`src/rtl/sipo_word_receiver_if.sv`:
```
// Serial-in / word-out bundle between the PISO bit stream, the receiver and the word consumer.
// slave = receiver side; master = the environment that drives bits and accepts words.
interface sipo_word_receiver_if #(
  parameter int WIDTH = 4
);
  logic             sdi;
  logic             sdi_en;
  logic             sync;
  logic [WIDTH-1:0] dout;
  logic             dout_valid;
  logic             dout_ready;
  logic             overflow;
  logic             clr_ovf;
  logic             busy;

  modport slave (
    input  sdi, sdi_en, sync, dout_ready, clr_ovf,
    output dout, dout_valid, overflow, busy
  );

  modport master (
    output sdi, sdi_en, sync, dout_ready, clr_ovf,
    input  dout, dout_valid, overflow, busy
  );
endinterface

```
`src/rtl/sipo_word_receiver.sv`:
```
// MSB-first serial-to-parallel word receiver with 2-entry output FIFO; word visible 1 cycle after its last bit.
// Valid/ready output; a completed word arriving at a full FIFO with no pop is dropped and sets sticky overflow.
module sipo_word_receiver #(
  parameter int WIDTH = 4
) (
  input  logic                  clk,
  input  logic                  reset_n,
  sipo_word_receiver_if.slave   bus
);
  localparam int CW = $clog2(WIDTH);
  localparam logic [CW-1:0] LAST = CW'(WIDTH - 1);

  logic [WIDTH-1:0] shreg;
  logic [CW-1:0]    bit_cnt;
  logic [WIDTH-1:0] mem [2];
  logic             rd_ptr;
  logic             wr_ptr;
  logic [1:0]       count;
  logic             ovf;

  logic             word_done;
  logic [WIDTH-1:0] new_word;
  logic             pop;
  logic             push;
  logic             drop;

  always_comb begin
    word_done = bus.sdi_en && !bus.sync && (bit_cnt == LAST);
    new_word  = {shreg[WIDTH-2:0], bus.sdi};
    pop       = (count != 2'd0) && bus.dout_ready;
    push      = word_done && ((count != 2'd2) || pop);
    drop      = word_done && (count == 2'd2) && !pop;
  end

  // A sync bit is itself the first bit of the new word, so it still shifts in.
  always_ff @(posedge clk or negedge reset_n) begin
    if (!reset_n) begin
      shreg   <= '0;
      bit_cnt <= '0;
    end else begin
      if (bus.sdi_en)
        shreg <= {shreg[WIDTH-2:0], bus.sdi};
      if (bus.sync)
        bit_cnt <= bus.sdi_en ? CW'(1) : '0;
      else if (bus.sdi_en)
        bit_cnt <= (bit_cnt == LAST) ? '0 : bit_cnt + 1'b1;
    end
  end

  always_ff @(posedge clk or negedge reset_n) begin
    if (!reset_n) begin
      for (int i = 0; i < 2; i++)
        mem[i] <= '0;
      rd_ptr <= 1'b0;
      wr_ptr <= 1'b0;
      count  <= 2'd0;
    end else begin
      if (push) begin
        mem[wr_ptr] <= new_word;
        wr_ptr      <= ~wr_ptr;
      end
      if (pop)
        rd_ptr <= ~rd_ptr;
      case ({push, pop})
        2'b10:   count <= count + 2'd1;
        2'b01:   count <= count - 2'd1;
        default: count <= count;
      endcase
    end
  end

  // Set wins over a same-edge clear.
  always_ff @(posedge clk or negedge reset_n) begin
    if (!reset_n)
      ovf <= 1'b0;
    else if (drop)
      ovf <= 1'b1;
    else if (bus.clr_ovf)
      ovf <= 1'b0;
  end

  assign bus.dout       = mem[rd_ptr];
  assign bus.dout_valid = (count != 2'd0);
  assign bus.overflow   = ovf;
  assign bus.busy       = (bit_cnt != '0);
endmodule

```
`src/flat_wrapper.sv`:
```
// flat-port wrapper written by rule: the top's interface ports become plain ports
module sipo_word_receiver_flat 
#(
  parameter int WIDTH = 4
)
  (clk, reset_n, bus_sdi, bus_sdi_en, bus_sync, bus_dout_ready, bus_clr_ovf, bus_dout, bus_dout_valid, bus_overflow, bus_busy);
  sipo_word_receiver_if #(.WIDTH(WIDTH)) bus_i ();
  input  logic clk;
  input  logic reset_n;
  input wire logic [$bits(bus_i.sdi)-1:0] bus_sdi;
  input wire logic [$bits(bus_i.sdi_en)-1:0] bus_sdi_en;
  input wire logic [$bits(bus_i.sync)-1:0] bus_sync;
  input wire logic [$bits(bus_i.dout_ready)-1:0] bus_dout_ready;
  input wire logic [$bits(bus_i.clr_ovf)-1:0] bus_clr_ovf;
  output wire logic [$bits(bus_i.dout)-1:0] bus_dout;
  output wire logic [$bits(bus_i.dout_valid)-1:0] bus_dout_valid;
  output wire logic [$bits(bus_i.overflow)-1:0] bus_overflow;
  output wire logic [$bits(bus_i.busy)-1:0] bus_busy;
  assign bus_i.sdi = bus_sdi;
  assign bus_i.sdi_en = bus_sdi_en;
  assign bus_i.sync = bus_sync;
  assign bus_i.dout_ready = bus_dout_ready;
  assign bus_i.clr_ovf = bus_clr_ovf;
  assign bus_dout = bus_i.dout;
  assign bus_dout_valid = bus_i.dout_valid;
  assign bus_overflow = bus_i.overflow;
  assign bus_busy = bus_i.busy;
  sipo_word_receiver #(.WIDTH(WIDTH)) u_core (.clk(clk), .reset_n(reset_n), .bus(bus_i));
endmodule
```
`config.mk`:
```
export PLATFORM = sky130hd
export DESIGN_NAME = sipo_word_receiver_flat
export DESIGN_NICKNAME = d
export VERILOG_FILES = /design/src/rtl/sipo_word_receiver_if.sv /design/src/rtl/sipo_word_receiver.sv /design/src/flat_wrapper.sv
export SDC_FILE = /design/constraint.sdc
export NUM_CORES = 1
export LEC_CHECK = 0
export CORE_MARGIN = 8
export CORE_UTILIZATION = 40
export CTS_CLUSTER_SIZE = 25
export DETAILED_ROUTE_END_ITERATION = 12
export PLACE_DENSITY_LB_ADDON = 0.08
export RECOVER_POWER = 25
export SYNTH_ARGS = -nofsm -noshare
export SYNTH_HDL_FRONTEND = slang
export SYNTH_SLANG_ARGS = --single-unit
```
`constraint.sdc`:
```
create_clock -name clk -period 3 [get_ports clk]
set_clock_uncertainty 0.15 [all_clocks]
set_input_delay 0.3 -clock clk [delete_from_list [all_inputs] [get_ports clk]]
set_output_delay 0.3 -clock clk [all_outputs]
set_load 0.03 [all_outputs]
```
## Yosys cells after proc, flatten, opt, wreduce, memory -nomap -nowiden

Index checks and enable logic that the tools add are counted.

| storage, ports and cells | value |
|---|---|
| register bits | 18 |
| latch bits | 0 |
| memory bits (writable) | 0 |
| ROM bits | 0 |
| input port bits | 7 |
| output and inout bits | 7 |
| memories kept | 0 |

| cells by class | value |
|---|---|
| $add $sub $neg | 3 |
| multipliers | 0 |
| divide/modulo/power cells | 0 |
| magnitude comparators | 3 |
| equality and inequality tests | 5 |
| shifts and indexed selects | 0 |
| multiplexer cells | 13 |
| bitwise logic cells | 4 |
| reductions and logical operators | 15 |

Operators by type and width:

| cell | number |
|---|---|
| $mux 4 | 4 |
| $reduce_bool 2->1 | 5 |
| $bwmux 8 | 1 |
| $logic_and 1x1->1 | 7 |
| $eq 2x2->1 const B | 3 |
| $mux 2 | 3 |
| $add 2x1->2 const B | 2 |
| $demux 4 s1 | 1 |
| $ge 2x2->1 const B | 2 |
| $not 1->2 | 2 |
| $pmux 2 s2 | 1 |
| $mux 1 | 3 |
| $eq 2x1->1 const B | 1 |
| $logic_not 1->1 | 2 |
| $lt 2x1->1 const B | 1 |
| $ne 2x2->1 const B | 1 |
| $not 1->1 | 2 |
| $sub 2x1->2 const B | 1 |
| $logic_or 1x1->1 | 1 |

## Depth between registers and ports, before layout

Gate-level depths: netlist (run 1).

| depth | value |
|---|---|
| depth after elaboration | 6 |
| gate-level depth with buffers | 7 |
| gate-level depth less buffers | 7 |

## Worst setup path after synthesis (run 1)

No wires, ideal clock.

| timing path | value |
|---|---|
| kind | register -> register |
| from | register u_core.count[0] |
| to | register u_core.count[1] |
| setup time | 0.079 ns |
| data arrival time | 1.550 ns |
| required time | 2.771 ns |
| setup slack | 1.221 ns |
| cell stages (with the launch flop) | 6 |
| path buffers | 0 |
| cell sequence | dfrtp_1 -> or2_2 -> and2_1 -> ha_1 -> nor2_1 -> xor2_1 |

| between the ends | value |
|---|---|
| cells in the longest elaborated chain, start to end | 6 |
| elaborated cells on any way between the ends | 11 |
| those cells by class | add/sub: 2; eq/ne: 3; mux: 1; reduce/logical: 5 |

Ends and longest elaborated chain:

| item | line | source |
|---|---|---|
| start, declared | sipo_word_receiver.sv:18 | `logic [1:0] count;` |
| start signal, assigned | sipo_word_receiver.sv:65 | `2'b10: count <= count + 2'd1;` |
| start signal, assigned | sipo_word_receiver.sv:66 | `2'b01: count <= count - 2'd1;` |
| start signal, assigned | sipo_word_receiver.sv:67 | `default: count <= count;` |
| $reduce_bool 2->1 (*) | -- |  |
| named net bus_dout_valid | flat_wrapper.sv:16 | `output wire logic [$bits(bus_i.dout_valid)-1:0] bus_dout_valid;` |
| $logic_and 1x1->1 (*) | sipo_word_receiver.sv:30 | `pop = (count != 2'd0) && bus.dout_ready;` |
| named net u_core.pop | sipo_word_receiver.sv:23 | `logic pop;` |
| $logic_or 1x1->1 | sipo_word_receiver.sv:31 | `push = word_done && ((count != 2'd2) \|\| pop);` |
| $logic_and 1x1->1 | sipo_word_receiver.sv:31 |  |
| $eq 2x1->1 / $eq 2x2->1 (equally long branches) | sipo_word_receiver.sv:64 | `case ({push, pop})` |
| $pmux 2 s2 / $reduce_bool 2->1 (equally long branches) | -- |  |

Mark *: on every way through the listed nets, which the timed path passes. The rest lies on a longest branch.
A chain may end at the register's enable or synchronous reset.

## Final worst setup path (run 1)

| timing path | value |
|---|---|
| from | register u_core.rd_ptr |
| to | output port bus_dout[0] |

| between the ends | value |
|---|---|
| cells in the longest elaborated chain, start to end | 4 |

Ends and longest elaborated chain:

| item | line | source |
|---|---|---|
| start, declared | sipo_word_receiver.sv:16 | `logic rd_ptr;` |
| start signal, assigned | sipo_word_receiver.sv:63 | `rd_ptr <= ~rd_ptr;` |
| $not 1->2 (not written as such) | sipo_word_receiver.sv:82 | `assign bus.dout = mem[rd_ptr];` |
| $mux 4 (not written as such) (3 in a row) | sipo_word_receiver.sv:82 |  |
| end, declared | flat_wrapper.sv:15 | `output wire logic [$bits(bus_i.dout)-1:0] bus_dout;` |

No other way between the ends. The select of a mux whose other input is x is not followed.

==> impl_metrics.json, run 1 <==
{
  "totalNegativeSetupSlack_ns": 0,
  "wire_per_inst_microns": 13.29,
  "critical_path_arrival_ns": 1.71,
  "final_nets": 88,
  "regArea_sq_um": 450.4,
  "maxSlewViolCount": 0,
  "finalCriticalPeriod_ns": 2.162,
  "hold_buffers": 0,
  "grt_overflow": 0,
  "ctsResizeCount": 0,
  "diodes": 0,
  "cts_tree": "done",
  "first_global_vias": 476,
  "hold_violations": 0,
  "crit_family": "buffers and inverters",
  "die_y_microns": 62.29,
  "yosysSeqAreaShare": 0.5255,
  "critPathLaunchType": "flip-flop",
  "rr_startpoint": "u_core.bit_cnt[0]",
  "pin_count": 14,
  "wl_microns": 1369,
  "rsz0062_at_grt": "false",
  "fmax_mhz": 462.6,
  "yosysWarnings": 0,
  "irDropWorstVdd_mv": 0.3961,
  "slew_headroom": 0.4554,
  "cap_viol_max_count": 0,
  "avgSynthCellArea_sq_um": 14.05,
  "chipWidth_microns": 62.29,
  "post_cts_buffers": 0,
  "io_buffers": 13,
  "dr.first_iter.drc_count": 10,
  "area_growth_syn_to_layout_pct": 19.42,
  "setup_viol": 0,
  "via_per_inst": 4.680,
  "drtPass1Iterations": 4,
  "worstReg2RegEnd": "u_core.count[1]",
  "multiInputGateArea_sq_um": 367.9,
  "drc": 0,
  "dp_cells": 100,
  "rrSetupSlack_ns": 1.16,
  "drive_gt1_frac": 0.2895,
  "hp-class": "flip-flop to flip-flop",
  "vias": 482,
  "worstPathCellList": "mux2_2, clkdlybuf4s50_1",
  "netlist_area_sq_um": 857.1,
  "worst_pin_slew_ns": 0.8142,
  "yosysUniqueCellTypes": 19,
  "synth_cells": 61,
  "clockBufferDepth": 2,
  "nFillCells": 175,
  "htree_levels": 1,
  "slowest_stage": "clkdlybuf4s50_1",
  "reg2reg_depth": 7,
  "die_area_sq_um": 3880,
  "num_rows": 16,
  "detail-route-antenna-nets": 0,
  "worst_ep_required_time_ns": 2.55,
  "numCtsBuffers": 3,
  "grt_usage": 0.07644,
  "dpl.hpwl_microns": 1075,
  "power.leakage_nw": 0.4701,
  "grt_start_max_net_pins": 19,
  "fin_crit_sh": 0.7206,
  "grt_pass1_wl_microns": 2346,
  "path_class": "flip-flop to output pin",
  "core-area_sq_um": 2002,
  "critPathMaxFanout": 5,
  "insertion_delay_ns": 0.28,
  "powerDensity_nw_per_um2": 801.1,
  "critical_path_buf_inv_count": 1,
  "grt_antenna_before_repair": 0,
  "end_kind": "output pin",
  "root_buffer": "clkbuf_4",
  "gp_congestion": 0.6560,
  "syn-num-nets": 71,
  "whs_path_depth": 1,
  "start_util": 0.4281,
  "path_clk_slew_ns": 0.09,
  "min_to": "u_core.count[1]",
  "ys_ff_latch": 18,
  "final_cells": 103,
  "hp-start": "u_core.count[1]",
  "max_stage_delay_ns": 0.59,
  "status": "complete, no violations",
  "cts.sink_count": 18
}
worst max path at each step:
| stage | start | end | cells after the start |
|---|---|---|---|
| final | u_core.rd_ptr | bus_dout[0] | 2 |
| after CTS | u_core.rd_ptr | bus_dout[0] | 2 |
| after global routing | u_core.rd_ptr | bus_dout[1] | 2 |
| after floorplan | u_core.count[0] | u_core.count[1] | 5 |
| after detailed placement | bus_sdi_en | u_core.count[1] | 6 |
| after global placement | bus_sdi_en | u_core.count[1] | 6 |
cells in the mapped netlist:
library cell	instances	area share
xor2_1	2	0.020
and2_1	1	0.0073
or3b_4	2	0.026
o31ai_1	1	0.0088
o21ai_0	1	0.0058
buf_4	1	0.0088
inv_1	5	0.022
mux2i_1	1	0.012
mux2_2	11	0.14
nor3b_2	1	0.015
or2b_1	1	0.0088
xnor2_1	3	0.031
mux2_4	4	0.070
or2_2	1	0.0073
nor2_1	3	0.013
dfrtp_1	18	0.53
nand3b_4	1	0.023
o22ai_1	1	0.0073
ha_1	3	0.044
sequential cells by signal, summed over array words and instances (netlist names):
name	count
u_core.rd_ptr	1
u_core.bit_cnt	2
u_core.count	2
u_core.shreg	3
u_core.bus.overflow	1
u_core.mem	8
u_core.wr_ptr	1
placed cells by master, fill, tap and decap left out:
master           count
ha_1                 3
or2b_1               1
nor3b_2              1
xor2_1               2
and2_1               1
mux2i_1              1
clkdlybuf4s50_1     11
inv_1                5
mux2_2              11
mux2_4               4
dfrtp_1             18
o21ai_0              1
xnor2_1              3
clkbuf_4             3
dlygate4sd3_1        2
o22ai_1              1
or2_2                1
o31ai_1              1
or3b_4               2
nand3b_1             1
nor2_1               3
per-stage QoR:
stage	hold slack [ns]	total power, mW	instance area [sq um]	setup slack [ns]	util
after global routing	0.3599	0.8782	1023	0.7528	0.5113
after CTS	0.3358	0.8380	1036	0.7970	0.5175
after global placement	0.3191	0.7169	1013	0.8035	0.5063
after floorplan	-0.1456	0.6077	857.1	1.221	-
final	0.3330	0.8199	1023	0.8381	0.5113
after detailed placement	0.3226	0.7221	1013	0.7686	0.5063
layer usage:
layer  vias up  track usage  share of wire
met4         0      0.02564         0.0095
met1       231       0.1020           0.50
li1        236            -              -
met2        13      0.09961           0.43
met5         -            0              0
met3         2      0.04301          0.065
cell type report:
| cell class | instances | share of cell area |
|---|---|---|
| repair buffers | 13 | 0.1271 |
| well taps | 27 | 0.03301 |
| multi-input cells | 37 | 0.3594 |
| flip-flops and latches | 18 | 0.4401 |
| clock buffers | 3 | 0.02200 |
| inverters | 5 | 0.01834 |
power breakdown:
group	switching, mW	internal [mW]	leakage, nW
Clock	0.0642	0.0466	0.0138
Sequential	0.0624	0.318	0.229
Combinational	0.145	0.184	0.228
Total	0.272	0.548	0.470
logic make-up (layout without fill, tap and decap cells):
logic type                 after synthesis  after routing  share of synthesized area
buffers and inverters                    6             21                    0.03066
DFF                                     18             18                     0.5255
AOI/OAI and AO/OA                        3              3                    0.02190
adders and majority gates                3              3                    0.04380
muxes                                   16             16                     0.2263
xor gates and xnor gates                 5              5                    0.05110
and+or+nand+nor                         10             10                     0.1007
(Power assumes the default switching activity.)
==> run 2, diff against run 1 <==
==> constraint.sdc (replaced) <==
create_clock -name clk -period 1.9 [get_ports clk]
set_clock_uncertainty 0.15 [all_clocks]
set_input_delay 0.19 -clock clk [delete_from_list [all_inputs] [get_ports clk]]
set_output_delay 0.19 -clock clk [all_outputs]
set_load 0.03 [all_outputs]
==> run 2 against run 1 <==
Net effect:
- wire length up 7.6%
- first-iteration DRC count fell by 50%
- count of clock-buffer cells in the layout is 1 higher
- register-to-register slack got worse by 1.0 ns
- worst hold slack got worse by 0.017 ns
- sequential power up 57%
- utilization is 5.5 points higher
- final cell count rose by 11%
- cell area increased by 11%
- combinational power increased by 63%
- critical path depth increased by 3
- largest power group unchanged
==> impl_metrics.json, run 2 (synthesis results as in run 1) <==
{
  "powerDensity_nw_per_um2": 1207,
  "grt_usage": 0.08145,
  "slowest_stage": "dfrtp_1",
  "final_common_cell": "dfrtp_1",
  "pin_count": 14,
  "min_to": "u_core.bus.overflow",
  "hold_buffers": 0,
  "rrSetupSlack_ns": 0.12,
  "clkPwrFrac": 0.171,
  "power.leakage_nw": 0.5561,
  "p_int_uw": 911.9,
  "worstReg2RegEnd": "u_core.count[1]",
  "hp-start": "bus_clr_ovf",
  "slew_headroom": 0.3543,
  "path_clk_slew_ns": 0.11,
  "die_y_microns": 62.29,
  "net-switching-power_uw": 456.8,
  "dr.first_iter.drc_count": 5,
  "critical_path_arrival_ns": 1.45,
  "totalNegativeSetupSlack_ns": 0,
  "rr_startpoint": "u_core.count[0]",
  "finalCriticalPeriod_ns": 1.794,
  "die_area_sq_um": 3880,
  "htree_levels": 1,
  "final_nets": 98,
  "switching_share": 0.3337,
  "reg2reg_depth": 5,
  "grt_overflow": 0,
  "whs_path_depth": 2,
  "largest-register": "u_core.mem",
  "multiInputGateArea_sq_um": 399.1,
  "worstPathCellList": "buf_4, inv_1, ha_1, inv_1, dlygate4sd2_1",
  "pre_cts_ws_ns": -0.05366,
  "drtPass1Iterations": 4,
  "clockBufferDepth": 2,
  "dp_cells": 107,
  "first_global_vias": 583,
  "crit_top_cell": "inv_1",
  "seq_power_share": 0.437,
  "via_per_inst": 4.561,
  "wl_microns": 1473,
  "dpl.hpwl_microns": 1122,
  "fmax_mhz": 557.5,
  "end_kind": "output pin",
  "io_buffers": 13,
  "critPathMaxFanout": 3,
  "core-area_sq_um": 2002,
  "cts_tree": "done",
  "rsz0062_at_grt": "false",
  "nFillCells": 178,
  "chipWidth_microns": 62.29,
  "fin_crit_sh": 0.9441,
  "grt_pass1_wl_microns": 2649,
  "cts.sink_count": 18,
  "fin_util": 0.5663,
  "wire_per_inst_microns": 12.92,
  "num_rows": 16,
  "detail-route-antenna-nets": 0,
  "hold_violations": 0,
  "hp-class": "input port to flip-flop",
  "reg.largest.list": "u_core.mem: 8 flops, u_core.shreg: 3 flops",
  "worst_slack_ns": 0.1062,
  "layout_common_cells": "17 x dfrtp_1, 11 x mux2_2, 9 x buf_4, 6 x clkdlybuf4s50_1, 6 x dlygate4sd2_1",
  "setup_viol": 0,
  "total_power_mw": 1.369,
  "vias": 520,
  "max_stage_delay_ns": 0.39,
  "irDropWorstVdd_mv": 0.6118,
  "largest_register_ffs": 8,
  "drc": 0,
  "path_class": "flip-flop to output pin",
  "numCtsBuffers": 3,
  "grt_antenna_before_repair": 0,
  "critPathLaunchType": "flip-flop",
  "maxSlewViolCount": 0,
  "cap_viol_max_count": 0,
  "root_buffer": "clkbuf_4",
  "insertion_delay_ns": 0.29,
  "start_util": 0.4281,
  "p_comb_frac": 0.392,
  "gp_congestion": 0.6511,
  "final_cells": 114,
  "regArea_sq_um": 451.7,
  "diodes": 0,
  "drive_gt1_frac": 0.4253,
  "area_growth_syn_to_layout_pct": 32.26,
  "status": "complete, no violations",
  "worst_ep_required_time_ns": 1.56,
  "grt_start_max_net_pins": 19,
  "worst_pin_slew_ns": 0.9686
}
-- run 2: changes by cell type in the layout (fill, tap and decap cells not counted), sizes merged --
cell / delta
clkdlybuf4s50: -5
clkbuf: +2
dlygate4sd2: +6
dlygate4sd3: -1
buf: +9
-- run 2: worst max-delay path by stage --
stage	start	end	slack, ns	depth (start not counted)
after floorplan	u_core.count[0]	u_core.count[1]	0.12	5
after global placement	bus_dout_ready	u_core.count[1]	-0.02	6
after detailed placement	bus_dout_ready	u_core.count[1]	-0.05	6
after CTS	u_core.rd_ptr	bus_dout[1]	0.06	2
after global routing	u_core.bit_cnt[0]	bus_busy	0.01	5
final	u_core.bit_cnt[0]	bus_busy	0.11	5
-- run 2: layout make-up --
class	count	area share
sequential	18	0.3985
multi-input combinational	37	0.3521
inverter	5	0.01656
tap	27	0.02980
timing repair buffer	23	0.1711
clock buffer	4	0.03201
-- run 2: metal layers --
layer	track usage	vias up	routed length, microns
met5	0	-	0
met4	0.03419	0	0
met3	0.02688	0	66
met2	0.1320	10	685
met1	0.09609	253	721
li1	-	257	-
-- run 2: critical path: cells and delay by family, from the launching register on --
| family | cells | cell delay, ns |
|---|---|---|
| buffers and inverters | 4 | 0.59 |
| DFF | 1 | 0.39 |
| adders and majority gates | 1 | 0.18 |
-- run 2: power by group through the flow --
stage	Sequential, mW	Clock, mW	Combinational, mW
finish	0.598	0.234	0.536
floorplan	0.580	0	0.379
global placement	0.607	0	0.537
CTS	0.600	0.242	0.507
global route	0.620	0.261	0.589
detailed placement	0.608	0	0.546
-- run 2: through the flow --
step                      cell area, sq um  hold slack (ns)
after CTS                             1095          0.07871
after floorplan                      857.1          -0.2556
after detailed placement              1066           0.3307
final                                 1134           0.3155
after global placement                1066           0.3266
after global routing                  1134           0.3201
-- run 2: timing repair --
action,in CTS,in global routing
hold endpoints to repair,0,0
endpoints found under the setup margin,6,4
setup buffers,0,3
gates resized for setup,6,4
==> run 3, diff against run 2 <==
--- a/config.mk
+++ b/config.mk
@@ -5,6 +5,7 @@
 export SDC_FILE = /design/constraint.sdc
 export NUM_CORES = 1
 export LEC_CHECK = 0
+export ABC_AREA = 1
 export CORE_MARGIN = 8
 export CORE_UTILIZATION = 40
 export CTS_CLUSTER_SIZE = 25
==> run 3 against run 2 <==
Net effect:
- register-to-register slack improved by 0.08 ns
- non-clock buffer count fell by 6
- sequential power barely moved
- utilization fell by 6.6 points
- count of clock-buffer cells in the layout fell by 1
- worst hold slack improved by 0.0076 ns
- die area rose by 3.2%
- critical endpoint is now bus_dout_valid
- largest cell class unchanged
==> impl_metrics.json, run 3 <==
{
  "detail-route-antenna-nets": 0,
  "synth_ff_type": "dfrtp_1",
  "synth_edf_count": 0,
  "net-switching-power_uw": 536.0,
  "pre_cts_ws_ns": 0.05321,
  "cts.sink_count": 18,
  "wl_microns": 1649,
  "grt_antenna_before_repair": 0,
  "path_class": "flip-flop to output pin",
  "area_growth_syn_to_layout_pct": 21.40,
  "pin_count": 14,
  "io_buffers": 13,
  "reg.largest.list": "u_core.mem: 8 flops, u_core.shreg: 3 flops",
  "wire_per_inst_microns": 10.92,
  "worst_ep_required_time_ns": 1.56,
  "dpl.hpwl_microns": 1337,
  "largest_register_ffs": 8,
  "synth_area_leader_cell": "dfrtp_1",
  "vias": 708,
  "irDropWorstVdd_mv": 0.5661,
  "gp_congestion": 0.7147,
  "dp_cells": 148,
  "slew_headroom": 0.3577,
  "first_global_vias": 716,
  "final_cells": 151,
  "setup_viol": 0,
  "critPathMaxFanout": 3,
  "cap_viol_max_count": 0,
  "netlist.area_leader.share": 0.5035,
  "drtPass1Iterations": 4,
  "drc": 0,
  "drive_gt1_frac": 0.09756,
  "end_kind": "output pin",
  "p_comb_frac": 0.397,
  "grt_start_max_net_pins": 19,
  "synthTopCellsByCount": "39 x nand2_1, 18 x dfrtp_1, 15 x inv_1",
  "hp-class": "input port to flip-flop",
  "core-area_sq_um": 2170,
  "synthTopCellsByArea": "dfrtp_1 50%, nand2_1 16%, inv_1 6.3%",
  "final_nets": 135,
  "dr.first_iter.drc_count": 30,
  "netlist_area_sq_um": 894.6,
  "yosysSeqAreaShare": 0.5035,
  "fmax_mhz": 544.6,
  "finalCriticalPeriod_ns": 1.836,
  "synth.most_common_cell": "nand2_1",
  "numCtsBuffers": 3,
  "clkPwrFrac": 0.140,
  "avgSynthCellArea_sq_um": 8.520,
  "root_buffer": "clkbuf_4",
  "reg2reg_depth": 8,
  "grt_usage": 0.09244,
  "power.leakage_nw": 0.5754,
  "seq_power_share": 0.463,
  "grt_overflow": 0,
  "num_rows": 17,
  "worstReg2RegEnd": "u_core.count[1]",
  "syn-num-nets": 115,
  "worst_pin_slew_ns": 0.9634,
  "critPathLaunch": "u_core.count[0]",
  "switching_share": 0.4123,
  "hold_violations": 0,
  "maxSlewViolCount": 0,
  "yosysUniqueCellTypes": 21,
  "fin_util": 0.5006,
  "crit_path_end": "bus_dout_valid",
  "rrSetupSlack_ns": 0.20,
  "insertion_delay_ns": 0.28,
  "rr_startpoint": "u_core.bit_cnt[0]",
  "p_int_uw": 763.9,
  "cts_tree": "done",
  "die_area_sq_um": 4006,
  "nFillCells": 234,
  "clockBufferDepth": 2,
  "critical_path_arrival_ns": 1.50,
  "critPathLaunchType": "flip-flop",
  "layout_common_cells": "39 x nand2_1, 18 x dfrtp_1, 15 x inv_1, 8 x nand4_1, 7 x clkdlybuf4s50_1",
  "powerDensity_nw_per_um2": 1197,
  "htree_levels": 1,
  "yosysWarnings": 0,
  "start_util": 0.4123,
  "rsz0062_at_grt": "false",
  "via_per_inst": 4.689,
  "path_clk_slew_ns": 0.10,
  "async_flop_share": 1.000,
  "largest-register": "u_core.mem",
  "chipWidth_microns": 63.29,
  "worst_slack_ns": 0.06386,
  "die_y_microns": 63.29,
  "totalNegativeSetupSlack_ns": 0,
  "fin_crit_sh": 0.9664,
  "final_common_cell": "nand2_1",
  "grt_pass1_wl_microns": 3105,
  "status": "complete, no violations",
  "diodes": 0,
  "post_cts_buffers": 0,
  "synth_cells": 105,
  "hp-start": "bus_sync",
  "ys_ff_latch": 18
}
==> run 3: worst min-delay path by stage <==
stage | slack, ns | to | cells past startpoint
after floorplan | -0.26 | u_core.bit_cnt[0] | 0
after global placement | 0.31 | u_core.mem[1] | 2
after detailed placement | 0.31 | u_core.mem[1] | 2
after CTS | 0.09 | u_core.bit_cnt[1] | 2
after global routing | 0.33 | u_core.bit_cnt[1] | 2
final | 0.32 | u_core.bit_cnt[1] | 2
==> run 3: layer usage <==
metal	routed length [microns]	vias to the layer above	global-route usage
li1	-	377	-
met1	798	321	0.1105
met2	772	8	0.1524
met3	63	2	0.02827
met4	15	0	0.03343
met5	0	-	0
==> run 3: timing repair <==
| item | 4_1_cts | 5_1_grt |
|---|---|---|
| hold buffers | 0 | 0 |
| gates resized for setup | 5 | 0 |
| endpoints found under the setup margin | 5 | 0 |
==> run 3: kinds of logic (layout without fill, tap and decap cells) <==
group / after synthesis / count (layout) / share of synthesized area
AO/OA/AOI/OAI: 6 / 6 / 0.03776
XOR/XNOR: 3 / 3 / 0.02938
adder cells (fa/ha/maj): 3 / 3 / 0.04196
buffers and inverters: 18 / 36 / 0.08530
flip-flops: 18 / 18 / 0.5035
AND/OR/NAND/NOR: 57 / 57 / 0.3021
==> run 3: final cells by class <==
class                           instances  area [sq um]  share of cell area
Timing Repair Buffer                   17         150.1              0.1382
Sequential cell                        18         450.4              0.4147
Inverter                               16         60.06             0.05530
Clock buffer                            3         22.52             0.02074
Tap cell                               28         35.03             0.03226
Multi-Input combinational cell         69         367.9              0.3387
==> run 3: power by group through the flow <==
| stage | sequential [mW] | combinational [mW] | clock [mW] |
|---|---|---|---|
| final | 0.601 | 0.517 | 0.182 |
| after global routing | 0.621 | 0.583 | 0.207 |
| after CTS | 0.602 | 0.527 | 0.189 |
| after detailed placement | 0.609 | 0.557 | 0 |
| after global placement | 0.605 | 0.551 | 0 |
| after floorplan | 0.585 | 0.378 | 0 |
==> run 3: worst max-delay path, cell delays in order, from the launching register on <==
cell and delay, ns:
dfrtp_1 0.41, inv_2 0.07, nand2_1 0.07, clkdlybuf4s50_1 0.67
==> run 3: stage by stage <==
step	area (sq um)	power [mW]	hold slack, ns
after global routing	1086	1.411	0.3322
after floorplan	894.6	0.9628	-0.2556
after CTS	1090	1.318	0.08617
after detailed placement	1074	1.167	0.3104
after global placement	1074	1.156	0.3059
final	1086	1.300	0.3231
